<file path="src/rtl/collision_event_scheduler.sv">
// Per-frame collision controller: folds per-pixel crash flags into sticky records,
// then at startOfFrame dispatches one clean set of action pulses and at most one bubble pop.
module collision_event_scheduler #(
  parameter int NUM_BUBBLES = 8,
  parameter int BID_W       = 3,
  parameter int ACK_TIMEOUT = 64
) (
  input  logic             clk,
  input  logic             resetN,
  input  logic             startOfFrame,
  input  logic             charCrashLeft,
  input  logic             charCrashRight,
  input  logic             arrowHitTop,
  input  logic             arrowHitBubble,
  input  logic             bubbleHitChar,
  input  logic [BID_W-1:0] bubbleId,
  input  logic             popAck,
  output logic             charBlockLeft,
  output logic             charBlockRight,
  output logic             arrowReset,
  output logic             lifeLost,
  output logic             popReq,
  output logic [BID_W-1:0] popId,
  output logic             popTimeout,
  output logic             frameOverrun
);

  typedef enum logic [1:0] {
    IDLE     = 2'd0,
    DISPATCH = 2'd1,
    POP      = 2'd2
  } state_t;

  localparam logic [9:0] TO_LAST = 10'(ACK_TIMEOUT - 1);

  state_t                 state_r;
  logic                   accL_r, accR_r, accTop_r, accArrowBub_r, accChar_r;
  logic [NUM_BUBBLES-1:0] hitMask_r;
  logic [NUM_BUBBLES-1:0] snapMask_r;
  logic                   snapChar_r;
  logic [9:0]             ackCnt_r;
  logic [NUM_BUBBLES-1:0] setMask_s;
  logic                   bidValid_s;
  logic                   takeSnap_s;
  logic [BID_W-1:0]       lowId_s;

  function automatic logic [BID_W-1:0] lowestSet(input logic [NUM_BUBBLES-1:0] mask);
    lowestSet = '0;
    for (int i = NUM_BUBBLES - 1; i >= 0; i--) begin
      if (mask[i]) lowestSet = BID_W'(i);
    end
  endfunction

  // Decode the per-pixel bubble hit and the pop candidate from the snapshot.
  always_comb begin
    setMask_s  = '0;
    bidValid_s = (int'(bubbleId) < NUM_BUBBLES);
    takeSnap_s = startOfFrame && (state_r == IDLE);
    if (arrowHitBubble && bidValid_s) begin
      setMask_s[bubbleId] = 1'b1;
    end else begin
      setMask_s = '0;
    end
    lowId_s = lowestSet(snapMask_r);
  end

  // Sticky accumulators; a snapshot restarts them with the flags of the SOF cycle itself.
  always_ff @(posedge clk or negedge resetN) begin
    if (!resetN) begin
      accL_r        <= 1'b0;
      accR_r        <= 1'b0;
      accTop_r      <= 1'b0;
      accArrowBub_r <= 1'b0;
      accChar_r     <= 1'b0;
      hitMask_r     <= '0;
    end else if (takeSnap_s) begin
      accL_r        <= charCrashLeft;
      accR_r        <= charCrashRight;
      accTop_r      <= arrowHitTop;
      accArrowBub_r <= arrowHitBubble;
      accChar_r     <= bubbleHitChar;
      hitMask_r     <= setMask_s;
    end else begin
      accL_r        <= accL_r | charCrashLeft;
      accR_r        <= accR_r | charCrashRight;
      accTop_r      <= accTop_r | arrowHitTop;
      accArrowBub_r <= accArrowBub_r | arrowHitBubble;
      accChar_r     <= accChar_r | bubbleHitChar;
      hitMask_r     <= hitMask_r | setMask_s;
    end
  end

  // Frame FSM: snapshot, one-cycle dispatch, then the pop handshake with timeout.
  always_ff @(posedge clk or negedge resetN) begin
    if (!resetN) begin
      state_r        <= IDLE;
      snapMask_r     <= '0;
      snapChar_r     <= 1'b0;
      ackCnt_r       <= 10'd0;
      charBlockLeft  <= 1'b0;
      charBlockRight <= 1'b0;
      arrowReset     <= 1'b0;
      lifeLost       <= 1'b0;
      popReq         <= 1'b0;
      popId          <= '0;
      popTimeout     <= 1'b0;
      frameOverrun   <= 1'b0;
    end else begin
      charBlockLeft  <= 1'b0;
      charBlockRight <= 1'b0;
      arrowReset     <= 1'b0;
      lifeLost       <= 1'b0;
      popTimeout     <= 1'b0;
      frameOverrun   <= startOfFrame && (state_r != IDLE);
      case (state_r)
        IDLE: begin
          if (startOfFrame) begin
            // The pulses are loaded from the same values the snapshot captures.
            snapMask_r     <= hitMask_r;
            snapChar_r     <= accChar_r;
            charBlockLeft  <= accL_r;
            charBlockRight <= accR_r;
            arrowReset     <= accTop_r | accArrowBub_r;
            lifeLost       <= accChar_r;
            state_r        <= DISPATCH;
          end else begin
            state_r <= IDLE;
          end
        end
        DISPATCH: begin
          if (!snapChar_r && (snapMask_r != '0)) begin
            popReq   <= 1'b1;
            popId    <= lowId_s;
            ackCnt_r <= 10'd0;
            state_r  <= POP;
          end else begin
            state_r <= IDLE;
          end
        end
        POP: begin
          if (popAck) begin
            popReq  <= 1'b0;
            state_r <= IDLE;
          end else if (ackCnt_r == TO_LAST) begin
            popReq     <= 1'b0;
            popTimeout <= 1'b1;
            state_r    <= IDLE;
          end else begin
            ackCnt_r <= ackCnt_r + 10'd1;
          end
        end
        default: begin
          popReq  <= 1'b0;
          state_r <= IDLE;
        end
      endcase
    end
  end

endmodule

</file>
<file path="config.mk">
export PLATFORM = sky130hd
export DESIGN_NAME = collision_event_scheduler
export DESIGN_NICKNAME = d
export VERILOG_FILES = /design/src/rtl/collision_event_scheduler.sv
export SDC_FILE = /design/constraint.sdc
export NUM_CORES = 1
export LEC_CHECK = 0
export BUFFER_PORTS_ARGS = -buffer_cell sky130_fd_sc_hd__buf_2
export CORE_MARGIN = 5
export CORE_UTILIZATION = 25
export DETAILED_ROUTE_END_ITERATION = 16
export HOLD_SLACK_MARGIN = 0.15
export PLACE_DENSITY = 0.42
export SLEW_MARGIN = 10
export SYNTH_ARGS = -nofsm -noshare
export SYNTH_HDL_FRONTEND = slang
export SYNTH_SLANG_ARGS = --single-unit
</file>
<file path="constraint.sdc">
create_clock -name clk -period 5.15 [get_ports clk]
set_clock_uncertainty 0.2 [all_clocks]
set_input_delay 1.03 -clock clk [delete_from_list [all_inputs] [get_ports clk]]
set_output_delay 1.03 -clock clk [all_outputs]
set_load 0.005 [all_outputs]
</file>
# --- Yosys cells after proc, flatten, opt, wreduce, memory -nomap -nowiden ---
# Index checks and enable logic that the tools add are counted.
classes:
  add_sub_neg: 1
  magnitude_cmp: 2
  eq_ne: 7
  muxes: 41
  bitwise_logic: 8
  n_reduce_logical: 13
op_table:
  columns: ["cell", "n"]
  rows:
  - ["$mux 10", 3]
  - ["$mux 3", 8]
  - ["$mux 1", 21]
  - ["$pmux 10 s2", 1]
  - ["$mux 8", 2]
  - ["$add 10x1->10 const B", 1]
  - ["$eq 10x6->1 const B", 1]
  - ["$or 8x8->8", 1]
  - ["$reduce_bool 8->1", 1]
  - ["$mux 2", 3]
  - ["$ne 2x2->1 const B", 3]
  - ["$or 1x1->1", 6]
  - ["$pmux 2 s3", 1]
  - ["$logic_and 1x1->1", 4]
  - ["$lt 3x4->1 const B", 1]
  - ["$reduce_and 2->1", 2]
  - ["$reduce_and 4->1", 1]
  - ["$reduce_bool 2->1", 2]
  - ["$demux 1 s3", 1]
  - ["$ge 3x1->1 const B", 1]
  - ["$ne 3x3->1 const B", 1]
  - ["$pmux 1 s3", 1]
  - ["$reduce_and 3->1", 1]
  - ["$eq 2x1->1 const B", 1]
  - ["other kinds (4)", 4]
word_totals:
  register_bits: 44
  in_bits: 12
  output_inout_bits: 10
  wordCells: 90

# --- Logic depth before layout (Yosys ltp) ---
logic_depth:
  word_depth: 8
  ltp_mapped: 5
  depth_no_buf: 5

# --- Least setup slack after synthesis ---
# Ideal clock, no wire load.
synth_path:
  path_type: "input to register"
  start: "in popAck"
  end: "reg ackCnt_r[9]"
  setup_time_ns: 0.122
  arrival_time_ns: 1.962
  required_ns: 4.828
  setup_slack_ns: 2.867
  cell_stages: 5
  n_path_buf: 1
  cell_sequence: "or3b_4 -> a41o_1 -> buf_6 -> a2bb2oi_1 -> o21ai_1"
synth_via:
  elab_chain_len: 2
synth_rtl:
  columns: ["item", "line", "rtl"]
  rows:
  - ["start, declared", "17", "input logic popAck,"]
  - ["$ne 2x2->1 (no line)", null, null]
  - ["$reduce_and 4->1 (no line)", null, null]
  - ["end signal, assigned", "149", "ackCnt_r <= ackCnt_r + 10'd1;"]
  - ["end, declared", "41", "logic [9:0] ackCnt_r;"]
# No other way between the ends.
# A chain may end at the register's enable or synchronous reset.

# --- Final worst setup path ---
layout_path:
  start: "in startOfFrame"
  end: "reg snapMask_r[5]"
layout_via:
  elab_chain_len: 1
layout_rtl:
  columns: ["item", "line", "rtl"]
  rows:
  - ["start, declared", "10", "input logic startOfFrame,"]
  - ["$reduce_and 2->1 (no line)", null, null]
  - ["end signal, assigned", "119", "snapMask_r <= hitMask_r;"]
  - ["end, declared", "39", "logic [NUM_BUBBLES-1:0] snapMask_r;"]
# No other way between the ends.

==> results.toml <==
[worst_setup_path]
endpoint = "snapMask_r[5]$_DFFE_PN0P_"
r2r.worst_path.cells = 5
reg2reg_setup_slack_ns = 2.96
r2r-end = "snapMask_r[5]$_DFFE_PN0P_"
rr_startpoint = "state_r[1]$_DFFE_PN0P_"
critPathKind = "in2reg"
cp_max_fo = 23
crit_required_ns = 5.13
crit_arrival_ns = 2.44
startpoint = "startOfFrame"
critPathCaptureType = "register"
cp-start-kind = "input port"

[clock_tree]
post_cts_buffers = 0
clockBufferDepth = 2
clk_pin_slew_ns = 0.08
cts_buffers = 5
cts_hold_buffers = 0
cts_max_level = 2
clock-sinks = 44
clk-insertion-delay-late_ns = 0.30
cts_tree = "built"
cts-root-buf = "clkbuf_8"
cts_resized = 0

[sta]
hold-worst-slack_ns = 0.273
rsz0062_at_grt = "false"
slew_violations = 0
finalSetupTns_ns = 0
fmax_ghz = 0.406
fin_crit_sh = 0.478
setup_ws_ns = 2.69
worst_pin_slew_ns = 0.991
hold_viol = 0
maxSlewHeadroom = 0.339
setup_violations = 0
period_needed_ns = 2.46

[placement]
routabilityCongestion = 0.735
placed_area_um2 = 2130
place_ws_ns = 2.32
io_buffers = 21
dp_hpwl_um = 2700

[logic_synthesis]
synth_cell_types = 40
synth_top_area_share = 0.571
async_flop_share = 1.00
synth_area_per_cell_um2 = 10.4
synth.largest_area_cell = "dfrtp_1"
yosysMostFrequentCell = "dfrtp_1"
synth.yosys.seq_area_share = 0.571
yosys-top-cells-area = "dfrtp_1 (57%), nand2_1 (7.8%), nand3_1 (3.1%)"
yosysWarnings = 0
syn_nets = 198
synthTopCellsByCount = "dfrtp_1 (44), nand2_1 (40), nand3_1 (12), nor2_1 (9), o21ai_0 (9)"
synth-edff-count = 0
ys_ff_latch = 44
synth_ff_type = "dfrtp_1"
netlist_instances = 185
synth_area_um2 = 1930

[final_layout]
diodes = 0
layout-drive-gt1-share = 0.177
nets = 221
fin_area_um2 = 2220
area_growth_pct = 15.4

[routing]
initialDrtViolationCount = 36
dr.pass1.iters = 4
drc = 0
antenna_left = 0
vias = 1388
wl_per_cell_um = 12.4
drt-total-wl_um = 3870
avgViaCountPerCell = 4.46

[flow_run]
cap_violations = 0

[floorplan]
die_y_um = 97.8
ios = 22
rows = 32
core-area_um2 = 7610
die_area_um2 = 9560
start_util = 0.253
die_w_um = 97.8

[status]
status = "finished clean"

[global_routing]
grt_pass1_wl_um = 6870
first_global_vias = 1428
grt_use_total = 0.0880
antenna_found_initial = 0
gr-total-overflow = 0
grt_start_max_net_pins = 45

[min_path]
hp-start = "hitMask_r[7]$_DFF_PN0_"
holdCritPathClass = "reg2reg"

[power_and_ir_drop]
ir_drop_v = 0.000136
power_density_nw_per_um2 = 465
p_leak_nw = 1.01
==> metal layers <==
metal / GRT usage / wire length (um)
met1: 0.115 / 1840
met2: 0.138 / 1820
met3: 0.0250 / 141
met4: 0.0351 / 68
met5: 0 / 0
==> report_power, final <==
group          internal (mW)  leakage [nW]  total [mW]  switching [mW]
Combinational          0.124         0.395       0.295           0.171
Clock                  0.109        0.0434       0.229           0.121
Sequential             0.437         0.567       0.509          0.0721
Total                  0.670          1.01        1.03           0.364
==> flip-flops by register name, indices dropped and copies added (netlist names), 2 cells and up <==
register    cells
ackCnt_r       10
popId           3
state_r         2
snapMask_r      8
hitMask_r       8
==> worst max-delay path, cell delays in order <==
cell	delay (ns)
buf_2	0.12
nand2_1	0.54
clkinv_1	0.48
nand2_1	0.18
o21ai_0	0.09
==> through the flow <==
| step | total power [mW] | util | std cells |
|---|---|---|---|
| 2_1_floorplan | 0.726 | - | 185 |
| 3_3_place_gp | 0.817 | 0.279 | 303 |
| 3_5_place_dp | 0.820 | 0.279 | 303 |
| 4_1_cts | 1.06 | 0.292 | 311 |
| 5_1_grt | 1.12 | 0.292 | 311 |
| 6_report | 1.03 | 0.292 | 311 |
==> layout make-up <==
| cell class | count | area (um2) |
|---|---|---|
| tap | 102 | 128 |
| clock buffer | 6 | 82.6 |
| timing repair buffer | 21 | 105 |
| inverter | 4 | 15.0 |
| multi-input combinational | 132 | 777 |
| clock inverter | 2 | 15.0 |
| sequential | 44 | 1100 |
| fill | 834 | 5380 |
==> placed cells by master, fill, tap and decap left out, types with 3 or more instances in the layout <==
cell type / n
o2bb2ai_1: 3
and3_1: 5
a21o_1: 6
nand2b_1: 5
nand2_1: 40
mux2i_1: 4
nor2b_1: 3
nor2_1: 9
dfrtp_1: 44
inv_1: 3
clkbuf_8: 6
buf_2: 21
a21oi_1: 5
nor3_1: 6
o21ai_0: 9
nand3_1: 12
==> worst min-delay path by stage <==
| stage | endpoint | slack [ns] | depth (start not counted) |
|---|---|---|---|
| global route | accArrowBub_r$_DFF_PN0_ | 0.30 | 1 |
| detailed placement | snapMask_r[7]$_DFFE_PN0P_ | 0.25 | 2 |
| floorplan | snapMask_r[1]$_DFFE_PN0P_ | 0.24 | 2 |
| global placement | snapMask_r[4]$_DFFE_PN0P_ | 0.25 | 2 |
| CTS | snapMask_r[4]$_DFFE_PN0P_ | 0.28 | 2 |
| finish | snapMask_r[7]$_DFFE_PN0P_ | 0.27 | 2 |
==> cell families after synthesis <==
group                      count (synthesis)  synth area share
muxes                                      4            0.0208
buffers and inverters                      9            0.0253
DFF                                       44             0.571
and+or+nand+nor                           89             0.229
adders and majority gates                  1           0.00649
AOI/OAI and AO/OA                         38             0.147
No activity file was read; power rests on OpenSTA's default activity.
